===== src/rtl/layer_pkg.sv =====
// Shared defaults and helpers for the layer compositor: default geometry,
// transparent key, rank type and the triangular pair-index mapping.
package layer_pkg;

    localparam int          DEF_NUM_LAYERS = 4;
    localparam int          DEF_CW         = 4;
    localparam logic [11:0] DEF_TKEY       = 12'h000;

    // Wide enough for the largest supported layer count (16).
    localparam int RANK_W = 4;
    typedef logic [RANK_W-1:0] rank_t;

    // Bit position of pair (i<j) in an i-major packing of n layers.
    function automatic int pair_idx(input int i, input int j, input int n);
        return (i * (2 * n - i - 1)) / 2 + (j - i - 1);
    endfunction

endpackage


===== src/rtl/layer_compositor_prio_select.sv =====
// Combinational argmin over the ranks of qualified layers; ties go to the
// lowest layer index because only a strictly smaller rank displaces the winner.
module prio_select
    import layer_pkg::*;
#(
    parameter  int N  = DEF_NUM_LAYERS,
    localparam int IW = (N > 1) ? $clog2(N) : 1
) (
    input  logic [N-1:0]        qual,
    input  logic [N*RANK_W-1:0] ranks,
    output logic [IW-1:0]       win_idx,
    output logic                any_hit
);

    rank_t best_s;
    rank_t cur_s;
    logic  take_s;

    // Linear scan keeping the best qualified rank seen so far.
    always_comb begin
        win_idx = {IW{1'b0}};
        any_hit = 1'b0;
        best_s  = {RANK_W{1'b1}};
        cur_s   = {RANK_W{1'b0}};
        take_s  = 1'b0;
        for (int i = 0; i < N; i++) begin
            cur_s   = ranks[i*RANK_W +: RANK_W];
            take_s  = qual[i] & (~any_hit | (cur_s < best_s));
            best_s  = take_s ? cur_s : best_s;
            win_idx = take_s ? IW'(i) : win_idx;
            any_hit = any_hit | take_s;
        end
    end

endmodule


===== src/rtl/layer_compositor.sv =====
// Two-stage layer compositor: stage 1 qualifies layers against the colour key,
// stage 2 picks the highest-priority layer, and a per-frame collision map is kept.
module layer_compositor
    import layer_pkg::*;
#(
    parameter int                NUM_LAYERS = DEF_NUM_LAYERS,
    parameter int                CW         = DEF_CW,
    parameter logic [3*CW-1:0]   TKEY       = DEF_TKEY,
    localparam int               RGB_W      = 3 * CW,
    localparam int               IW         = (NUM_LAYERS > 1) ? $clog2(NUM_LAYERS) : 1,
    localparam int               NP         = NUM_LAYERS * (NUM_LAYERS - 1) / 2
) (
    input  logic                        clk,
    input  logic                        resetN,
    input  logic                        pix_valid,
    input  logic                        startOfFrame,
    input  logic [NUM_LAYERS*RGB_W-1:0] layer_rgb,
    input  logic [NUM_LAYERS-1:0]       layer_draw,
    input  logic [RGB_W-1:0]            bg_rgb,
    input  logic                        prio_we,
    input  logic [IW-1:0]               prio_idx,
    input  logic [IW-1:0]               prio_rank,
    output logic [CW-1:0]               Red_level,
    output logic [CW-1:0]               Green_level,
    output logic [CW-1:0]               Blue_level,
    output logic                        out_valid,
    output logic [NP-1:0]               collision,
    output logic                        frame_done
);

    logic                         s1_valid_q, s1_valid_d;
    logic                         s1_sof_q, s1_sof_d;
    logic [NUM_LAYERS-1:0]        s1_qual_q, s1_qual_d;
    logic [NUM_LAYERS*RGB_W-1:0]  s1_rgb_q, s1_rgb_d;
    logic [RGB_W-1:0]             s1_bg_q, s1_bg_d;
    logic [NUM_LAYERS*RANK_W-1:0] s1_rank_q, s1_rank_d;
    logic [NUM_LAYERS*RANK_W-1:0] rank_q, rank_d;
    logic                         out_valid_q, out_valid_d;
    logic [RGB_W-1:0]             rgb_q, rgb_d;
    logic [NP-1:0]                acc_q, acc_d;
    logic [NP-1:0]                coll_q, coll_d;
    logic                         fd_q, fd_d;
    logic                         in_frame_q, in_frame_d;
    logic [NP-1:0]                pairs_s;
    logic [IW-1:0]                win_idx_s;
    logic                         any_hit_s;

    // Stage-1 capture; ranks are snapshotted so a pixel keeps the table it was issued with.
    always_comb begin
        s1_valid_d = pix_valid;
        s1_sof_d   = pix_valid & startOfFrame;
        s1_rgb_d   = layer_rgb;
        s1_bg_d    = bg_rgb;
        s1_rank_d  = rank_q;
        s1_qual_d  = {NUM_LAYERS{1'b0}};
        for (int i = 0; i < NUM_LAYERS; i++) begin
            s1_qual_d[i] = pix_valid & layer_draw[i] &
                           (layer_rgb[i*RGB_W +: RGB_W] != TKEY);
        end
    end

    // Priority-table write port; out-of-range indices are dropped.
    always_comb begin
        rank_d = rank_q;
        if (prio_we && (int'(prio_idx) < NUM_LAYERS)) begin
            rank_d[prio_idx*RANK_W +: RANK_W] = rank_t'(prio_rank);
        end else begin
            rank_d = rank_q;
        end
    end

    prio_select #(
        .N (NUM_LAYERS)
    ) u_prio_select (
        .qual    (s1_qual_q),
        .ranks   (s1_rank_q),
        .win_idx (win_idx_s),
        .any_hit (any_hit_s)
    );

    // Stage-2 colour selection; colour holds across invalid pixels.
    always_comb begin
        out_valid_d = s1_valid_q;
        if (s1_valid_q) begin
            if (any_hit_s) begin
                rgb_d = s1_rgb_q[win_idx_s*RGB_W +: RGB_W];
            end else begin
                rgb_d = s1_bg_q;
            end
        end else begin
            rgb_d = rgb_q;
        end
    end

    // Collision accumulation; nothing accumulates until the first frame start after reset.
    always_comb begin
        pairs_s = {NP{1'b0}};
        for (int i = 0; i < NUM_LAYERS; i++) begin
            for (int j = i + 1; j < NUM_LAYERS; j++) begin
                pairs_s[pair_idx(i, j, NUM_LAYERS)] = s1_qual_q[i] & s1_qual_q[j];
            end
        end
        acc_d      = acc_q;
        coll_d     = coll_q;
        fd_d       = 1'b0;
        in_frame_d = in_frame_q;
        if (s1_valid_q && s1_sof_q) begin
            coll_d     = acc_q;
            acc_d      = pairs_s;
            fd_d       = 1'b1;
            in_frame_d = 1'b1;
        end else if (s1_valid_q && in_frame_q) begin
            acc_d = acc_q | pairs_s;
        end else begin
            acc_d = acc_q;
        end
    end

    // State registers with asynchronous active-low reset.
    always_ff @(posedge clk or negedge resetN) begin
        if (!resetN) begin
            s1_valid_q  <= 1'b0;
            s1_sof_q    <= 1'b0;
            s1_qual_q   <= {NUM_LAYERS{1'b0}};
            s1_rgb_q    <= {(NUM_LAYERS*RGB_W){1'b0}};
            s1_bg_q     <= {RGB_W{1'b0}};
            s1_rank_q   <= {(NUM_LAYERS*RANK_W){1'b0}};
            for (int i = 0; i < NUM_LAYERS; i++) begin
                rank_q[i*RANK_W +: RANK_W] <= rank_t'(i);
            end
            out_valid_q <= 1'b0;
            rgb_q       <= {RGB_W{1'b1}};
            acc_q       <= {NP{1'b0}};
            coll_q      <= {NP{1'b0}};
            fd_q        <= 1'b0;
            in_frame_q  <= 1'b0;
        end else begin
            s1_valid_q  <= s1_valid_d;
            s1_sof_q    <= s1_sof_d;
            s1_qual_q   <= s1_qual_d;
            s1_rgb_q    <= s1_rgb_d;
            s1_bg_q     <= s1_bg_d;
            s1_rank_q   <= s1_rank_d;
            rank_q      <= rank_d;
            out_valid_q <= out_valid_d;
            rgb_q       <= rgb_d;
            acc_q       <= acc_d;
            coll_q      <= coll_d;
            fd_q        <= fd_d;
            in_frame_q  <= in_frame_d;
        end
    end

    assign Red_level   = rgb_q[RGB_W-1 -: CW];
    assign Green_level = rgb_q[2*CW-1 -: CW];
    assign Blue_level  = rgb_q[CW-1 -: CW];
    assign out_valid   = out_valid_q;
    assign collision   = coll_q;
    assign frame_done  = fd_q;

endmodule


===== config.mk =====
export PLATFORM = sky130hd
export DESIGN_NAME = layer_compositor
export DESIGN_NICKNAME = d
export VERILOG_FILES = /design/src/rtl/layer_pkg.sv /design/src/rtl/layer_compositor_prio_select.sv /design/src/rtl/layer_compositor.sv
export SDC_FILE = /design/constraint.sdc
export NUM_CORES = 1
export LEC_CHECK = 0
export CORE_UTILIZATION = 53
export CTS_CLUSTER_DIAMETER = 100
export DETAILED_ROUTE_END_ITERATION = 8
export PLACE_DENSITY = 0.94
export SLEW_MARGIN = 20
export SYNTH_ARGS = -nofsm -noshare
export SYNTH_HDL_FRONTEND = slang
export SYNTH_SLANG_ARGS = --single-unit

===== constraint.sdc =====
create_clock -name clk -period 4.7 [get_ports clk]
set_input_delay 0.705 -clock clk [delete_from_list [all_inputs] [get_ports clk]]
set_output_delay 0.705 -clock clk [all_outputs]
set_load 0.05 [all_outputs]

### Word level (Yosys, flattened, before mapping)

Cells that the tools add are included.

* output and inout port bits: 20
* register bits after elaboration: 125
* input port bits: 73

* magnitude comparators: 3
* $mul: 1
* multiplexer cells: 11
* reduce and logical (&&, ||, !) cells: 7
* shift operators: 3
* $add $sub $neg: 1
* bitwise operators: 28

Operators by type and width (number)
* $reduce_bool A12 Y1: 4
* $shiftx A48 B7 Y12: 1
* $neg A4 Y34: 1
* $shift A4 B34 Y16 const A: 1
* $shiftx A4 B34 Y16: 1
* $and A1 B1 Y1: 18
* $bwmux W16: 1
* $lt A4 B4 Y1: 3
* $mux W12: 1
* $mux W4: 3
* $mux W6: 2
* $or A1 B1 Y1: 6
* $or A6 B6 Y6: 1
* $mul A2 B2 Y4 const B: 1
* $mux W2: 2
* $not A1 Y1: 3
* $logic_and A1 B1 Y1: 2
* $mux W1: 2
* $reduce_bool A2 Y1: 1

### Logic depth before layout (Yosys ltp)

Gate-level depths: netlist of run 1.

* word-level depth: 16
* mapped depth: 15
* mapped depth without buffers: 12

### Modules after synthesis

Synthesis of run 1 repeated with hierarchy kept, for this count alone.

* cells, all modules: 317
* area total of the unflattened synthesis: 4340.4 sq um

By module, submodules not included
* layer_compositor: cells each 246, area each 3801.1 sq um, instances 1
* prio_select: cells each 71, area each 539.3 sq um, instances 1

### Least setup slack after synthesis of run 1

OpenSTA, ideal clock, no wires.

* path kind: reg2reg
* from: register s1_qual_q[0]
* to: register rgb_q[0]
* arrival time: 3.072 ns
* setup slack: 1.545 ns
* clock period less this slack: 3.155 ns
* path buffers: 3
* stages on the path, launching flop included: 13
* path through: dfrtp_1 buf_4 inv_1 o2bb2ai_1 ha_1 o41a_2 buf_2 mux2_2 ha_1 o311ai_0 a31oi_1 buf_2 a221o_2

* word-level cells in the longest chain between the ends: 16
* elaborated cells between the ends (all ways): 24

RTL lines
* from (decl): RTL line layer_compositor.sv:33 `logic [NUM_LAYERS-1:0] s1_qual_q, s1_qual_d;`
* from (signal assigned): RTL line layer_compositor.sv:124 `s1_qual_q <= {NUM_LAYERS{1'b0}};`
* from (signal assigned): RTL line layer_compositor.sv:140 `s1_qual_q <= s1_qual_d;`
* $mux W4: RTL line layer_compositor_prio_select.sv:29 `best_s = take_s ? cur_s : best_s;`
* $lt A4 B4 Y1: RTL line layer_compositor_prio_select.sv:28 `take_s = qual[i] & (~any_hit | (cur_s < best_s));`
* $or A1 B1 Y1: RTL line layer_compositor_prio_select.sv:28
* $and A1 B1 Y1: RTL line layer_compositor_prio_select.sv:28
* $mux W4 or $or A1 B1 Y1 (tied branches): RTL line layer_compositor_prio_select.sv:29, layer_compositor_prio_select.sv:31
* $lt A4 B4 Y1 or $not A1 Y1 (tied branches): RTL line layer_compositor_prio_select.sv:28
* $or A1 B1 Y1: RTL line layer_compositor_prio_select.sv:28
* $and A1 B1 Y1: RTL line layer_compositor_prio_select.sv:28
* $mux W4 or $or A1 B1 Y1 (tied branches): RTL line layer_compositor_prio_select.sv:29, layer_compositor_prio_select.sv:31
* $lt A4 B4 Y1 or $not A1 Y1 (tied branches): RTL line layer_compositor_prio_select.sv:28
* $or A1 B1 Y1: RTL line layer_compositor_prio_select.sv:28
* $and A1 B1 Y1: RTL line layer_compositor_prio_select.sv:28
* $mux W2: RTL line layer_compositor_prio_select.sv:30 `win_idx = take_s ? IW'(i) : win_idx;`
* $mul A2 B2 Y4: RTL line layer_compositor.sv:86 `rgb_d = s1_rgb_q[win_idx_s*RGB_W +: RGB_W];`
* $shiftx A48 B7 Y12: RTL line layer_compositor.sv:86
* $mux W12 (*): RTL line layer_compositor.sv:85 `if (any_hit_s) begin`
* to (signal assigned): RTL line layer_compositor.sv:132 `rgb_q <= {RGB_W{1'b1}};`
* to (signal assigned): RTL line layer_compositor.sv:146 `rgb_q <= rgb_d;`
* to (decl): RTL line layer_compositor.sv:39 `logic [RGB_W-1:0] rgb_q, rgb_d;`

Mark *: on every way between the ends. The rest lies on a longest branch, timed or not.
A chain may end at the register's enable or synchronous reset.

### Worst setup path in the final report of run 1

* from: register s1_qual_q[0]
* to: register rgb_q[7]

Same word-level chain as after synthesis.

==> flow_metrics.env, run 1 <==
export IMPL_p_per_area_nw_per_um2=384
export IMPL_grt_pass1_vias=2731
export IMPL_arrival_ns=3.91
export IMPL_synth_nets=401
export IMPL_initial_core_util_pct=55.6
export IMPL_synth_edf_count=0
export IMPL_syn_inst=321
export IMPL_io_buffers=92
export IMPL_grt_remaining_overflow=0
export IMPL_power_w=0.00202
export IMPL_regArea_um2=2750
export IMPL_h_tree_depth=3
export IMPL_fin_nets=496
export IMPL_synth_avg_cell_area_um2=12.7
export IMPL_num_vias=2846
export IMPL_die_w_um=89.7
export IMPL_viasPerCell=5.47
export IMPL_synth_area_leaders="dfrtp_1 57%, dfstp_2 10%, nand2_1 4.1%"
export IMPL_synthArstFlopShare_pct=100
export IMPL_slew_headroom_pct=35.5
export IMPL_hold_class="in -> async"
export IMPL_post_cts_buffers=0
export IMPL_synth_simple_gate_area_share_pct=9.82
export IMPL_clock_latency_ns=0.38
export IMPL_power_frac_comb_pct=20.5
export IMPL_cts_resized=0
export IMPL_tritoncts="yes"
export IMPL_worstPathRequired_ns=5.01
export IMPL_r2r_cells=11
export IMPL_clkSinkCount=109
export IMPL_cp_max_fo=25
export IMPL_routed_wl_mm=8.60
export IMPL_synth_xor_xnor_area_share_pct=0
export IMPL_outcome="finished, final reports clean"
export IMPL_rows=31
export IMPL_finalSetupTns_ns=0
export IMPL_power_leakage_nw=2.33
export IMPL_io_pins=93
export IMPL_skew_ns=0.0124
export IMPL_cap_violations=0
export IMPL_die_h_um=89.7
export IMPL_dominantRegCellSynth="dfrtp_1"
export IMPL_highest_layer="met4"
export IMPL_clockRootBuffer="clkbuf_8"
export IMPL_synthMuxAreaShare_pct=4.88
export IMPL_pwr_share_seq_pct=53.3
export IMPL_synth_compound_area_share_pct=11.9
export IMPL_hpwl_mm=6.49
export IMPL_rsz0062_at_grt="no"
export IMPL_synth_top_family_by_area="compound AO/OA/AOI/OAI gates"
export IMPL_drt_iter0_markers=165
export IMPL_p_switching_w=0.000613
export IMPL_area_growth_pct=28.9
export IMPL_dieArea_um2=8040
export IMPL_multi_input_area_um2=1180
export IMPL_crit_type="reg -> reg"
export IMPL_hold_violations=0
export IMPL_synthAdderAreaFrac_pct=2.39
export IMPL_wl_met3_um=461
export IMPL_ant_nets=0
export IMPL_finalMaxSlewViolations=0
export IMPL_tightestPinTransition_ns=0.963
export IMPL_grt_use_total_pct=22.8
export IMPL_period_minus_slack_ns=3.60
export IMPL_synth_cell_type_count=41
export IMPL_coreArea_um2=7330
export IMPL_wl_per_cell_um=16.5
export IMPL_ir_drop_mv=0.264
export IMPL_fillers=458
export IMPL_setup_violations=0
export IMPL_clk_pin_slew_ns=0.10
export IMPL_yosysTopAreaCellShare_pct=57.1
export IMPL_antenna_found_initial=0
export IMPL_place_gp_congestion=0.863
export IMPL_grt_pass1_wl_mm=13.1
export IMPL_cts_path_max_buffers=2
export IMPL_setup_slack_ns=1.10
export IMPL_fin_crit_sh_pct=76.5
export IMPL_critPathCaptureType="flip-flop"
export IMPL_wirelength_met1_mm=3.58
export IMPL_final_util_pct=71.7
export IMPL_cts_buffers=9
export IMPL_grt_max_degree=68
export IMPL_syn_area_um2=4080
export IMPL_drive_above_1_share_pct=11.9
export IMPL_max_freq_mhz=278
export IMPL_num_antenna_cells=0
export IMPL_dr_wl_met2_mm=4.39
export IMPL_yosys_register_bits=109
export IMPL_clockPowerShare_pct=26.3
export IMPL_synth_area_leader_cell="dfrtp_1"
export IMPL_drt_pass1_iterations=4
export IMPL_start_kind="flip-flop"
export IMPL_switching_share_pct=30.4
export IMPL_dp_slack_ns=1.16
export IMPL_yosysSeqAreaShare_pct=67.4
export IMPL_drc=0
export IMPL_p_int_w=0.00141
export IMPL_synth_warnings=0
export IMPL_cts_hold_buf=0
-- logic make-up after synthesis --
logic type                 Yosys count
muxes                               19
buffers and inverters               31
and+or+nand+nor                     87
AOI/OAI and AO/OA                   67
adders and majority gates            8
DFF                                109
-- cell usage in the layout, fill, tap and decap left out, drive strengths merged --
cell            n
nor3b           1
o2bb2ai         1
or3             1
dfstp          16
a32o            1
o21ai          17
mux2i          12
a2111o          1
a21oi          12
o311ai          1
o41ai           3
ha              7
inv            26
and4b           2
maj3            1
a211o           1
nand2          45
nor2           14
a31o            1
o22ai           1
o21a            2
nor2b           2
a221o          11
a211oi          2
nand2b          4
clkdlybuf4s50  91
clkinv          1
mux2            7
nand3           5
nor4           12
dfrtp          93
o41a            1
a31oi           6
clkbuf          9
o211ai          6
buf             3
clkinvlp        1
and2            1
-- final timing paths --
| path | endpoint | start | slack, ns |
|---|---|---|---|
| worst max-delay path | rgb_q[7] | s1_qual_q[0] | 1.10 |
| worst min-delay path | s1_bg_q[2] | resetN | 0.39 |
| worst max register to register | rgb_q[7] | s1_qual_q[0] | 1.10 |
| worst min register to register | s1_rank_q[0] | rank_q[0] | 0.39 |
| max in group asynchronous | rank_q[13] | resetN | 3.26 |
| min in group clk | s1_rank_q[0] | rank_q[0] | 0.39 |
-- worst max-delay path: stages (launching register included) --
cell       delay (ns)
dfrtp_1          0.51
inv_1            0.11
o2bb2ai_1        0.21
ha_1             0.23
o22ai_1          0.08
nand2_1          0.09
o41a_2           0.40
mux2_2           0.39
ha_1             0.31
o311ai_0         0.15
a31oi_1          0.77
a221o_1          0.28
-- synth_stat cells, drive strengths merged (3+ instances only) --
cell type / number
nand2b: 4
nor2: 14
a221o: 11
a21oi: 12
buf: 8
o211ai: 6
o41ai: 3
nor4: 12
mux2: 7
dfrtp: 93
nand3: 5
a31oi: 6
o21ai: 17
ha: 7
nand2: 45
inv: 21
mux2i: 12
dfstp: 16
-- layer usage --
metal | track usage (%) | vias up
met5 | 0 | -
met4 | 8.80 | 0
met3 | 4.94 | 16
met2 | 37.8 | 112
met1 | 29.7 | 1399
li1 | - | 1319
-- state kept, by name (all words and copies together) (netlist names) --
name,cells
frame_done,1
acc_q,6
s1_bg_q,12
collision,6
s1_qual_q,4
s1_sof_q,1
out_valid_d,1
out_valid,1
rank_q,8
s1_rank_q,8
rgb_q,12
s1_rgb_q,48
in_frame_q,1
-- power by group through the flow --
stage	combinational, W	sequential, W	clock [W]
6_report	0.000413	0.00108	0.000530
3_3_place_gp	0.000398	0.00109	0
4_1_cts	0.000415	0.00108	0.000538
2_1_floorplan	0.000117	0.00120	0
5_1_grt	0.000441	0.00109	0.000576
3_5_place_dp	0.000412	0.00109	0
-- final cells by class --
class / count / share of cell area [%]
clock inverters: 7 / 1.19
clock buffers: 9 / 2.36
inverters: 21 / 1.50
repair buffers: 94 / 17.8
multi-input cells: 181 / 22.5
flip-flops and latches: 109 / 52.3
well taps: 99 / 2.36
-- per-stage QoR --
step                      instance area (um^2)  std cells  hold slack, ns
after floorplan                           4080        321           0.354
after global placement                    5070        504           0.363
after detailed placement                  5070        504           0.368
after CTS                                 5250        520           0.391
after global routing                      5250        520           0.401
final                                     5250        520           0.387
Power figures use the tool's default switching activity.
==> run 2: changes to the inputs <==
--- a/config.mk
+++ b/config.mk
@@ -5,10 +5,10 @@
 export SDC_FILE = /design/constraint.sdc
 export NUM_CORES = 1
 export LEC_CHECK = 0
-export CORE_UTILIZATION = 53
+export CORE_UTILIZATION = 45
 export CTS_CLUSTER_DIAMETER = 100
 export DETAILED_ROUTE_END_ITERATION = 8
-export PLACE_DENSITY = 0.94
+export PLACE_DENSITY = 0.86
 export SLEW_MARGIN = 20
 export SYNTH_ARGS = -nofsm -noshare
 export SYNTH_HDL_FRONTEND = slang
==> constraint.sdc (replaced) <==
create_clock -name clk -period 3.26 [get_ports clk]
set_input_delay 0.489 -clock clk [delete_from_list [all_inputs] [get_ports clk]]
set_output_delay 0.489 -clock clk [all_outputs]
set_load 0.05 [all_outputs]
==> flow_metrics.env, run 2 (synthesized netlist as in run 1, its figures left out) <==
export IMPL_outcome="finished, final reports clean"
export IMPL_multi_input_area_um2=1210
export IMPL_cap_violations=0
export IMPL_rows=34
export IMPL_die_h_um=97.2
export IMPL_grt_use_total_pct=19.8
export IMPL_clock_latency_ns=0.36
export IMPL_io_buffers=92
export IMPL_grt_remaining_overflow=0
export IMPL_clkSinkCount=109
export IMPL_cpPeakStageDelay_ns=0.52
export IMPL_grt_pass1_wl_mm=14.4
export IMPL_cts_path_max_buffers=2
export IMPL_worstPathRequired_ns=3.55
export IMPL_slew_headroom_pct=45.2
export IMPL_max_freq_mhz=327
export IMPL_antenna_found_initial=0
export IMPL_arrival_ns=3.35
export IMPL_p_per_area_nw_per_um2=563
export IMPL_hpwl_mm=6.53
export IMPL_hold_violations=0
export IMPL_drc=0
export IMPL_post_cts_buffers=0
export IMPL_regMostFlops="s1_rgb_q"
export IMPL_drive_above_1_share_pct=12.1
export IMPL_final_cell_mix="92 x dfrtp_1, 91 x clkdlybuf4s50_1, 45 x nand2_1"
export IMPL_rsz0062_at_grt="no"
export IMPL_initial_core_util_pct=46.5
export IMPL_fillers=655
export IMPL_critPathCaptureType="flip-flop"
export IMPL_largestRegisters="s1_rgb_q x48, rgb_q x12, s1_bg_q x12"
export IMPL_num_vias=2832
export IMPL_cts_buffers=9
export IMPL_viasPerCell=5.34
export IMPL_tritoncts="yes"
export IMPL_clk_pin_slew_ns=0.09
export IMPL_h_tree_depth=3
export IMPL_drt_pass1_iterations=5
export IMPL_num_antenna_cells=0
export IMPL_crit_type="reg -> reg"
export IMPL_ir_drop_mv=0.301
export IMPL_power_leakage_nw=2.35
export IMPL_largest_reg_flops=48
export IMPL_place_gp_congestion=0.800
export IMPL_holdWs_ns=0.114
export IMPL_wl_per_cell_um=16.5
export IMPL_ant_nets=0
export IMPL_fin_nets=497
export IMPL_setup_violations=0
export IMPL_finalSetupTns_ns=0
export IMPL_die_w_um=97.2
export IMPL_start_kind="flip-flop"
export IMPL_routed_wl_mm=8.77
export IMPL_period_minus_slack_ns=3.06
export IMPL_grt_max_degree=65
export IMPL_hold_class="in -> async"
export IMPL_io_pins=93
export IMPL_area_growth_pct=30.8
export IMPL_grt_pass1_vias=2891
export IMPL_finalMaxSlewViolations=0
export IMPL_fin_crit_sh_pct=93.9
export IMPL_tightestPinTransition_ns=0.822
export IMPL_cp_max_fo=11
export IMPL_drt_iter0_markers=115
export IMPL_regArea_um2=2750
export IMPL_clockRootBuffer="clkbuf_8"
export IMPL_cts_hold_buf=0
export IMPL_cp_slowest_cell="o41a_2"
export IMPL_skew_ns=0.00975
export IMPL_worstPathCellList="o2bb2ai_1, ha_1, o41a_2, mux2_2, ha_1, o311ai_2, a31oi_2, a221o_2"
export IMPL_dieArea_um2=9440
export IMPL_cts_resized=2
export IMPL_crit_top_cell="ha_1"
export IMPL_coreArea_um2=8760
export IMPL_layout_commonest_cell="dfrtp_1"
[run 2: cell types whose count changed in the layout (fill, tap and decap cells not counted), sizes merged]
cell,previous run,this run
inv,26,21
clkbuf,9,12
bufinv,0,2
buf,3,4
clkinv,1,2
clkinvlp,1,0
[run 2: power breakdown]
| group | switching, W | internal, W | total [W] |
|---|---|---|---|
| logic | 0.000355 | 0.000249 | 0.000604 |
| registers | 0.0000636 | 0.00149 | 0.00155 |
| clock network | 0.000415 | 0.000434 | 0.000849 |
| total | 0.000834 | 0.00217 | 0.00300 |
[run 2: layout make-up]
type / count / area share (%)
Sequential cell: 109 / 51.6
Clock buffer: 12 / 2.53
Tap cell: 108 / 2.53
Clock inverter: 4 / 1.38
Inverter: 21 / 1.48
Multi-Input combinational cell: 181 / 22.6
Timing Repair Buffer: 95 / 17.9
[run 2: critical path: cells and delay by family, from the launching register on]
kind,cells,cell delay [ns]
adder cells (fa/ha/maj),2,0.56
flip-flops,1,0.49
multiplexers,1,0.28
AO/OA/AOI/OAI,5,1.67
[run 2: metal layers]
layer	global-route usage, %	part of all wire (%)	up-vias
met4	5.40	1.0	0
met5	0	0	-
met2	32.6	49	104
met1	26.8	44	1397
li1	-	-	1322
met3	4.32	6.3	9
[run 2: worst paths after layout]
check	startpoint	endpoint	slack, ns	cells after the start
max reg2reg	s1_qual_q[1]	rgb_q[0]	0.20	8
max in group asynchronous	resetN	rgb_q[7]	2.40	2
min	resetN	acc_q[3]	0.11	1
min in group clk	rank_q[1]	s1_rank_q[1]	0.39	0
min reg2reg	rank_q[1]	s1_rank_q[1]	0.39	0
max	s1_qual_q[1]	rgb_q[0]	0.20	8
[run 2: per-stage QoR]
stage          power [W]  cells  worst slack, ns  util, %  instance area, um^2
6_report         0.00300    530            0.199     60.8                 5330
5_1_grt          0.00313    530           0.0307     60.8                 5330
4_1_cts          0.00302    530            0.103     60.6                 5310
3_5_place_dp     0.00217    514         0.000941     58.2                 5100
3_3_place_gp     0.00215    514            0.179     58.2                 5100
2_1_floorplan    0.00190    321            0.105        -                 4080
==> run 3: changes to the inputs <==
--- a/config.mk
+++ b/config.mk
@@ -7,6 +7,7 @@
 export LEC_CHECK = 0
 export CORE_UTILIZATION = 45
 export CTS_CLUSTER_DIAMETER = 100
+export CTS_CLUSTER_SIZE = 28
 export DETAILED_ROUTE_END_ITERATION = 8
 export PLACE_DENSITY = 0.86
 export SLEW_MARGIN = 20
==> results of run 3 <==
Same layout as run 2: the final DEF is identical, and so are final timing and power.
